[config.mk]
export PLATFORM = sky130hd
export DESIGN_NAME = pipe_stage_skid
export DESIGN_NICKNAME = d
export VERILOG_FILES = /design/src/rtl/pipe_stage_skid_pkg.sv /design/src/rtl/pipe_stage_skid_sat_counter.sv /design/src/rtl/pipe_stage_skid.sv
export SDC_FILE = /design/constraint.sdc
export NUM_CORES = 1
export LEC_CHECK = 0
export BUFFER_PORTS_ARGS = -buffer_cell sky130_fd_sc_hd__buf_2
export CORE_UTILIZATION = 35
export DETAILED_ROUTE_END_ITERATION = 8
export SETUP_SLACK_MARGIN = 0.15
export SLEW_MARGIN = 0
export SYNTH_ARGS = -nofsm -noshare
export SYNTH_HDL_FRONTEND = slang
export SYNTH_SLANG_ARGS = --single-unit
[constraint.sdc]
create_clock -name clk -period 3.6 [get_ports clk]
set_input_delay 0.54 -clock clk [delete_from_list [all_inputs] [get_ports clk]]
set_output_delay 0.54 -clock clk [all_outputs]
set_load 0.03 [all_outputs]
[src/rtl/pipe_stage_skid_pkg.sv]
// Shared pipeline-stage types: handshake stage states and the LC-3b NOP encoding.
package pipe_stage_skid_pkg;

   typedef enum logic [1:0] {
      PIPE_EMPTY = 2'd0,
      PIPE_BUSY  = 2'd1,
      PIPE_FULL  = 2'd2
   } lc3b_pipe_state;

   // BR with nzp=000 never branches, so an all-zero word is a harmless bubble.
   localparam logic [15:0] LC3B_NOP = 16'h0000;

endpackage

[src/rtl/pipe_stage_skid_sat_counter.sv]
// Saturating up-counter: +1 per cycle with inc high, holds at all-ones, cleared by rst.
// Latency: count reflects inc of the previous cycle; no backpressure.
module sat_counter #(
   parameter int unsigned W = 16
) (
   input  logic         clk,
   input  logic         rst,
   input  logic         inc,
   output logic [W-1:0] count
);

   always_ff @(posedge clk) begin
      if (rst) begin
         count <= '0;
      end else if (inc && (count != {W{1'b1}})) begin
         count <= count + 1'b1;
      end
   end

endmodule

[src/rtl/pipe_stage_skid.sv]
// Valid/ready pipeline stage with optional 2-entry skid, flush and stall/bubble counters.
// Latency 1 cycle; SKID=1 gives registered up_ready, SKID=0 passes dn_ready back combinationally.
module pipe_stage_skid
   import pipe_stage_skid_pkg::*;
#(
   parameter int unsigned      WIDTH     = 16,
   parameter int unsigned      SKID      = 1,
   parameter logic [WIDTH-1:0] NOP_VALUE = WIDTH'(LC3B_NOP),
   parameter int unsigned      PERF_W    = 16
) (
   input  logic              clk,
   input  logic              rst,
   input  logic              flush,
   input  logic              up_valid,
   output logic              up_ready,
   input  logic [WIDTH-1:0]  up_data,
   output logic              dn_valid,
   input  logic              dn_ready,
   output logic [WIDTH-1:0]  dn_data,
   output logic [1:0]        occupancy,
   output logic [PERF_W-1:0] stall_cycles,
   output logic [PERF_W-1:0] bubble_cycles
);

   lc3b_pipe_state   state, state_nxt;
   logic [WIDTH-1:0] m_q, m_din;
   logic             m_ld;
   logic             up_xfer, dn_xfer;
   logic             stall_inc, bubble_inc;

   assign up_xfer  = up_valid & up_ready;
   assign dn_xfer  = dn_valid & dn_ready;
   assign dn_valid = (state != PIPE_EMPTY);
   assign dn_data  = dn_valid ? m_q : NOP_VALUE;

   always_ff @(posedge clk) begin
      if (rst) begin
         state <= PIPE_EMPTY;
      end else begin
         state <= state_nxt;
      end
   end

   always_ff @(posedge clk) begin
      if (rst) begin
         m_q <= NOP_VALUE;
      end else if (m_ld) begin
         m_q <= m_din;
      end
   end

   generate
      if (SKID != 0) begin : g_skid
         logic [WIDTH-1:0] s_q;
         logic             s_ld;
         logic             up_ready_q;

         always_comb begin
            state_nxt = state;
            m_ld      = 1'b0;
            m_din     = up_data;
            s_ld      = 1'b0;
            case (state)
               PIPE_EMPTY: begin
                  if (up_xfer) begin
                     state_nxt = PIPE_BUSY;
                     m_ld      = 1'b1;
                  end
               end
               PIPE_BUSY: begin
                  if (up_xfer && dn_xfer) begin
                     m_ld = 1'b1;
                  end else if (up_xfer) begin
                     state_nxt = PIPE_FULL;
                     s_ld      = 1'b1;
                  end else if (dn_xfer) begin
                     state_nxt = PIPE_EMPTY;
                  end
               end
               PIPE_FULL: begin
                  if (dn_xfer) begin
                     state_nxt = PIPE_BUSY;
                     m_ld      = 1'b1;
                     m_din     = s_q;
                  end
               end
               default: state_nxt = PIPE_EMPTY;
            endcase
            // A squash wins over every handshake; held payloads are simply abandoned.
            if (flush) begin
               state_nxt = PIPE_EMPTY;
               m_ld      = 1'b0;
               s_ld      = 1'b0;
            end
         end

         always_ff @(posedge clk) begin
            if (rst) begin
               s_q <= NOP_VALUE;
            end else if (s_ld) begin
               s_q <= up_data;
            end
         end

         always_ff @(posedge clk) begin
            if (rst) begin
               up_ready_q <= 1'b1;
            end else begin
               up_ready_q <= (state_nxt != PIPE_FULL);
            end
         end

         assign up_ready = up_ready_q;
      end else begin : g_noskid
         always_comb begin
            state_nxt = state;
            m_ld      = 1'b0;
            m_din     = up_data;
            case (state)
               PIPE_EMPTY: begin
                  if (up_xfer) begin
                     state_nxt = PIPE_BUSY;
                     m_ld      = 1'b1;
                  end
               end
               PIPE_BUSY: begin
                  if (up_xfer) begin
                     m_ld = 1'b1;
                  end else if (dn_xfer) begin
                     state_nxt = PIPE_EMPTY;
                  end
               end
               default: state_nxt = PIPE_EMPTY;
            endcase
            if (flush) begin
               state_nxt = PIPE_EMPTY;
               m_ld      = 1'b0;
            end
         end

         assign up_ready = dn_ready | ~dn_valid;
      end
   endgenerate

   always_comb begin
      occupancy = 2'd0;
      case (state)
         PIPE_BUSY: occupancy = 2'd1;
         PIPE_FULL: occupancy = 2'd2;
         default:   occupancy = 2'd0;
      endcase
   end

   assign stall_inc  = dn_valid & ~dn_ready;
   assign bubble_inc = ~dn_valid & dn_ready;

   sat_counter #(.W(PERF_W)) u_stall_cnt (
      .clk   (clk),
      .rst   (rst),
      .inc   (stall_inc),
      .count (stall_cycles)
   );

   sat_counter #(.W(PERF_W)) u_bubble_cnt (
      .clk   (clk),
      .rst   (rst),
      .inc   (bubble_inc),
      .count (bubble_cycles)
   );

endmodule

---- Word level (Yosys, flattened, before mapping) ----
Index checks and enable logic that the tools add are counted.
operators by class
  add/sub/neg operators ................... 2
  equal/unequal tests ..................... 5
  mux-type cells .......................... 19
  bitwise logic cells ..................... 6
  reductions and logical operators ........ 5
operators with widths
  cell                   number
  $mux 16                3
  $add 16x1->16 const B  2
  $ne 16x16->1 const B   2
  $mux 2                 6
  $mux 1                 7
  $pmux 2 s3             1
  $and 1x1->1            4
  $pmux 2 s2             1
  $logic_and 1x1->1      3
  $pmux 1 s3             1
  $eq 2x1->1 const B     1
  $eq 2x2->1 const B     1
  $logic_not 2->1        1
  $ne 2x2->1 const B     1
  $not 1->1              2
  $reduce_bool 2->1      1
word-level totals
  register bits ........................... 67
  bits of input ports ..................... 21
  output and inout port bits .............. 52

---- Longest topological paths before layout ----
  depth after elaboration ................. 8
  mapped depth ............................ 7
  depth with buffers taken out ............ 5

---- Cells and area by module ----
From an unflattened synthesis, not the netlist that was laid out.
unflattened totals
  cells, all modules ...................... 379
  area, all modules ....................... 3422.0 um^2
modules (own cells, without submodules)
  module           times used  cells an instance  area each (um^2)
  pipe_stage_skid  1           181                1725.4
  sat_counter      2           99                 848.3

---- Worst setup path before layout ----
OpenSTA, ideal clock, no wires.
  kind .................................... register to register
  from .................................... reg u_stall_cnt.count[0]
  to ...................................... reg u_stall_cnt.count[3]
  setup time .............................. 0.070 ns
  arrival time ............................ 1.896 ns
  data required time ...................... 3.530 ns
  setup slack ............................. 1.633 ns
  cell stages (with the launch flop) ...... 6
  path buffers ............................ 0
  cells stage by stage .................... dfxtp_1 ha_1 nand4_1 nor4_1 o21ai_0 a21oi_1
on the way
  word-level cells in the longest chain between the ends .. 2
RTL lines
  item                                                                   line                               RTL
  start: declaration                                                     pipe_stage_skid_sat_counter.sv:9   output logic [W-1:0] count
  start signal: assignment                                               pipe_stage_skid_sat_counter.sv:16  count <= count + 1'b1;
  parallel branches: the longest is 2 deep, another holds $add 16x1->16  -
Parallel ways; which one is timed is not known.
A chain may end at the register's enable or synchronous reset.

---- Worst setup path in the final report ----
  from .................................... reg state[1]
  to ...................................... out dn_data[1]
on the way
  word-level cells in the longest chain between the ends .. 2
RTL lines
  item                      line                   RTL
  start: declaration        pipe_stage_skid.sv:25  lc3b_pipe_state state, state_nxt;
  start signal: assignment  pipe_stage_skid.sv:40  state <= state_nxt;
  $reduce_bool 2->1         pipe_stage_skid.sv:33  assign dn_valid = (state != PIPE_EMPTY);
  $mux 16                   pipe_stage_skid.sv:34  assign dn_data = dn_valid ? m_q : NOP_VALUE;
  end: declaration          pipe_stage_skid.sv:19  output logic [WIDTH-1:0] dn_data,
Every way passes these cells.

==> impl_metrics.csv <==
group,metric,value,unit
setup_path,startpoint,"state[1]",
sta,worstMarginPinSlew,1.06,ns
final_layout,final_common_cell,"buf_2",
job,drv_cap,0,
clocking,cts_hold_buf,0,
setup_path,worstPathMaxFanout,17,
global_route,grt_pass1_vias,2785,
status,status,"complete, no violations",
final_layout,final_cell_mix,"buf_2, dfxtp_1, a21oi_1",
sta,skew,0.00768,ns
final_layout,nNetsFinal,481,
global_route,gr-total-overflow,0,
final_layout,final-instance-count-excl-fill,592,
sta,tns,0,ns
placement,dp_hpwl,5340,um
clocking,numCtsBuffers,9,
sta,hold_violations,0,
clocking,clock_sinks,67,
route,avgViaCountPerCell,5.16,
synth,ys_ff_latch,67,
final_layout,fin_util,0.424,
route,first_pass_iters,5,
synth,yosysSeqAreaShare,0.400,
route,antenna_left,0,
global_route,grt_use_total,0.163,
setup_path,ff2ff_setup_slack,1.36,ns
placement,portBuffers,72,
synth,postSynthCellCount,399,
setup_path,crit_required,3.06,ns
setup_path,crit_path_end_kind,"primary output",
setup_path,start_kind,"flop",
final_layout,diodes,0,
placement,post-place-ws,1.25,ns
power_and_ir_drop,vdd_drop_max,0.153,mV
synth,synth_enable_flop_cells,0,
power_and_ir_drop,p_per_area,363,nW/um^2
placement,dp.cells,576,
power_and_ir_drop,leakagePower,1.59,nW
synth,synth_cell_type_count,42,
route,routed_wl,7850,um
synth,syn_area,3350,um^2
route,wire_per_inst,13.3,um
global_route,grt_max_degree,52,
global_route,grt_first_pass_wirelength,12900,um
sta,fin_ws,1.28,ns
clocking,h-tree-depth,3,
clocking,cts.repair.resized,0,
synth,synth_nets,422,
floorplan,rows,35,
setup_path,cp.arrival,1.78,ns
floorplan,start_util,0.361,
worst_hold_path,min_delay_path_depth,3,
synth,avgSynthCellArea,8.41,um^2
floorplan,core_area,9280,um^2
floorplan,die_y,99.9,um
sta,rsz0062_at_grt,"no",
setup_path,rr_startpoint,"u_stall_cnt.count[0]",
clocking,cts_setup_buffers,0,
clocking,cts_root_buf,"clkbuf_8",
sta,period_needed,2.32,ns
floorplan,die_x,99.9,um
global_route,antenna_found_initial,0,
sta,fmax,432,MHz
sta,finalSetupViolCount,0,
synth,ys.flop_type,"dfxtp_1",
clocking,cts_buffer_depth,2,
setup_path,timing.rr.end,"u_stall_cnt.count[5]",
sta,drv_slew,0,
clocking,clock_latency,0.35,ns
setup_path,worst_r2r_path_depth,5,
synth,async_reset_ff_frac,0,
sta,fin_crit_sh,0.644,
final_layout,area_delta_synth_final,17.4,%
route,drt-initial-drc-count,67,
setup_path,crit_type,"reg -> out",
route,vias,3056,
setup_path,endpoint,"dn_data[1]",
clocking,path_clk_slew,0.08,ns
route,drc,0,
floorplan,ios,73,
final_layout,drive_above_1_share,0.231,
clocking,cts_tree,"done",
placement,gp_congestion,0.801,
synth,yosysWarnings,0,
worst_hold_path,hp-class,"in -> reg",
floorplan,die_area,9980,um^2
sta,relSlewSlack,0.285,
[logic make-up after synthesis]
family / count (synthesis) / synth area share
simple gates: 168 / 0.292
compound gates: 105 / 0.177
flops: 67 / 0.400
buf+inv: 32 / 0.0466
mux: 25 / 0.0765
fa+ha+maj: 2 / 0.00746
[critical path, stage by stage (launching register included)]
cell	delay, ns
dfxtp_1	0.61
nor2_1	0.16
buf_4	0.23
nor2b_1	0.20
buf_2	0.23
[cells in the mapped netlist, types with 3 or more instances]
cell type   n  share of area
dfxtp_1    67           0.40
a21oi_1    57          0.085
nand2_1    45          0.050
or3_1      31          0.058
o21ai_0    28          0.042
nor2b_1    25          0.047
clkbuf_1   20          0.022
mux2i_1    20          0.060
nand4_1    11          0.021
o31ai_1    11          0.025
nand3_1     9          0.013
nor2_1      9          0.010
or4_1       7          0.016
and3_1      5         0.0093
mux2_2      5          0.017
nand2b_1    5         0.0093
nor3_1      5         0.0075
inv_1       4         0.0045
and4_1      3         0.0078
buf_6       3          0.010
[report_power, final]
group / total [W] / switching, W / internal, W
combinational: 0.000115 / 0.0000726 / 0.0000424
sequential: 0.000764 / 0.00000970 / 0.000755
clock: 0.000549 / 0.000303 / 0.000245
total: 0.00143 / 0.000385 / 0.00104
[final cells by class]
class / count / area [um^2]
Multi-Input combinational cell: 300 / 1860
Inverter: 4 / 15.0
Timing Repair Buffer: 76 / 390
Fill cell: 989 / 5350
Clock inverter: 7 / 45.0
Clock buffer: 9 / 124
Sequential cell: 67 / 1340
Tap cell: 129 / 161
[state kept, by name (all words and copies together), names as in the netlist]
register            cells
g_skid.s_q             16
u_bubble_cnt.count     16
m_q                    16
state                   2
u_stall_cnt.count      16
up_ready                1
[worst min path at each step]
stage	slack, ns	start	endpoint
floorplan	0.44	g_skid.s_q[0]	g_skid.s_q[0]
global placement	0.44	g_skid.s_q[9]	g_skid.s_q[9]
detailed placement	0.45	g_skid.s_q[5]	g_skid.s_q[5]
CTS	0.43	up_data[5]	g_skid.s_q[5]
global route	0.42	up_data[5]	g_skid.s_q[5]
finish	0.44	up_data[3]	g_skid.s_q[3]
[per-stage QoR]
step           area [um^2]  hold WS (ns)  total power, W
2_1_floorplan         3350         0.436        0.000862
3_3_place_gp          3770         0.441        0.000895
3_5_place_dp          3770         0.446        0.000898
4_1_cts               3940         0.425         0.00144
5_1_grt               3940         0.421         0.00150
6_report              3940         0.440         0.00143
[metal layers]
layer | vias to the layer above | GRT usage | wire (um)
li1 | 1567 | - | -
met1 | 1416 | 0.215 | 3910
met2 | 66 | 0.255 | 3570
met3 | 7 | 0.0397 | 282
met4 | 0 | 0.0633 | 85
met5 | - | 0 | 0
(Power assumes the default switching activity.)
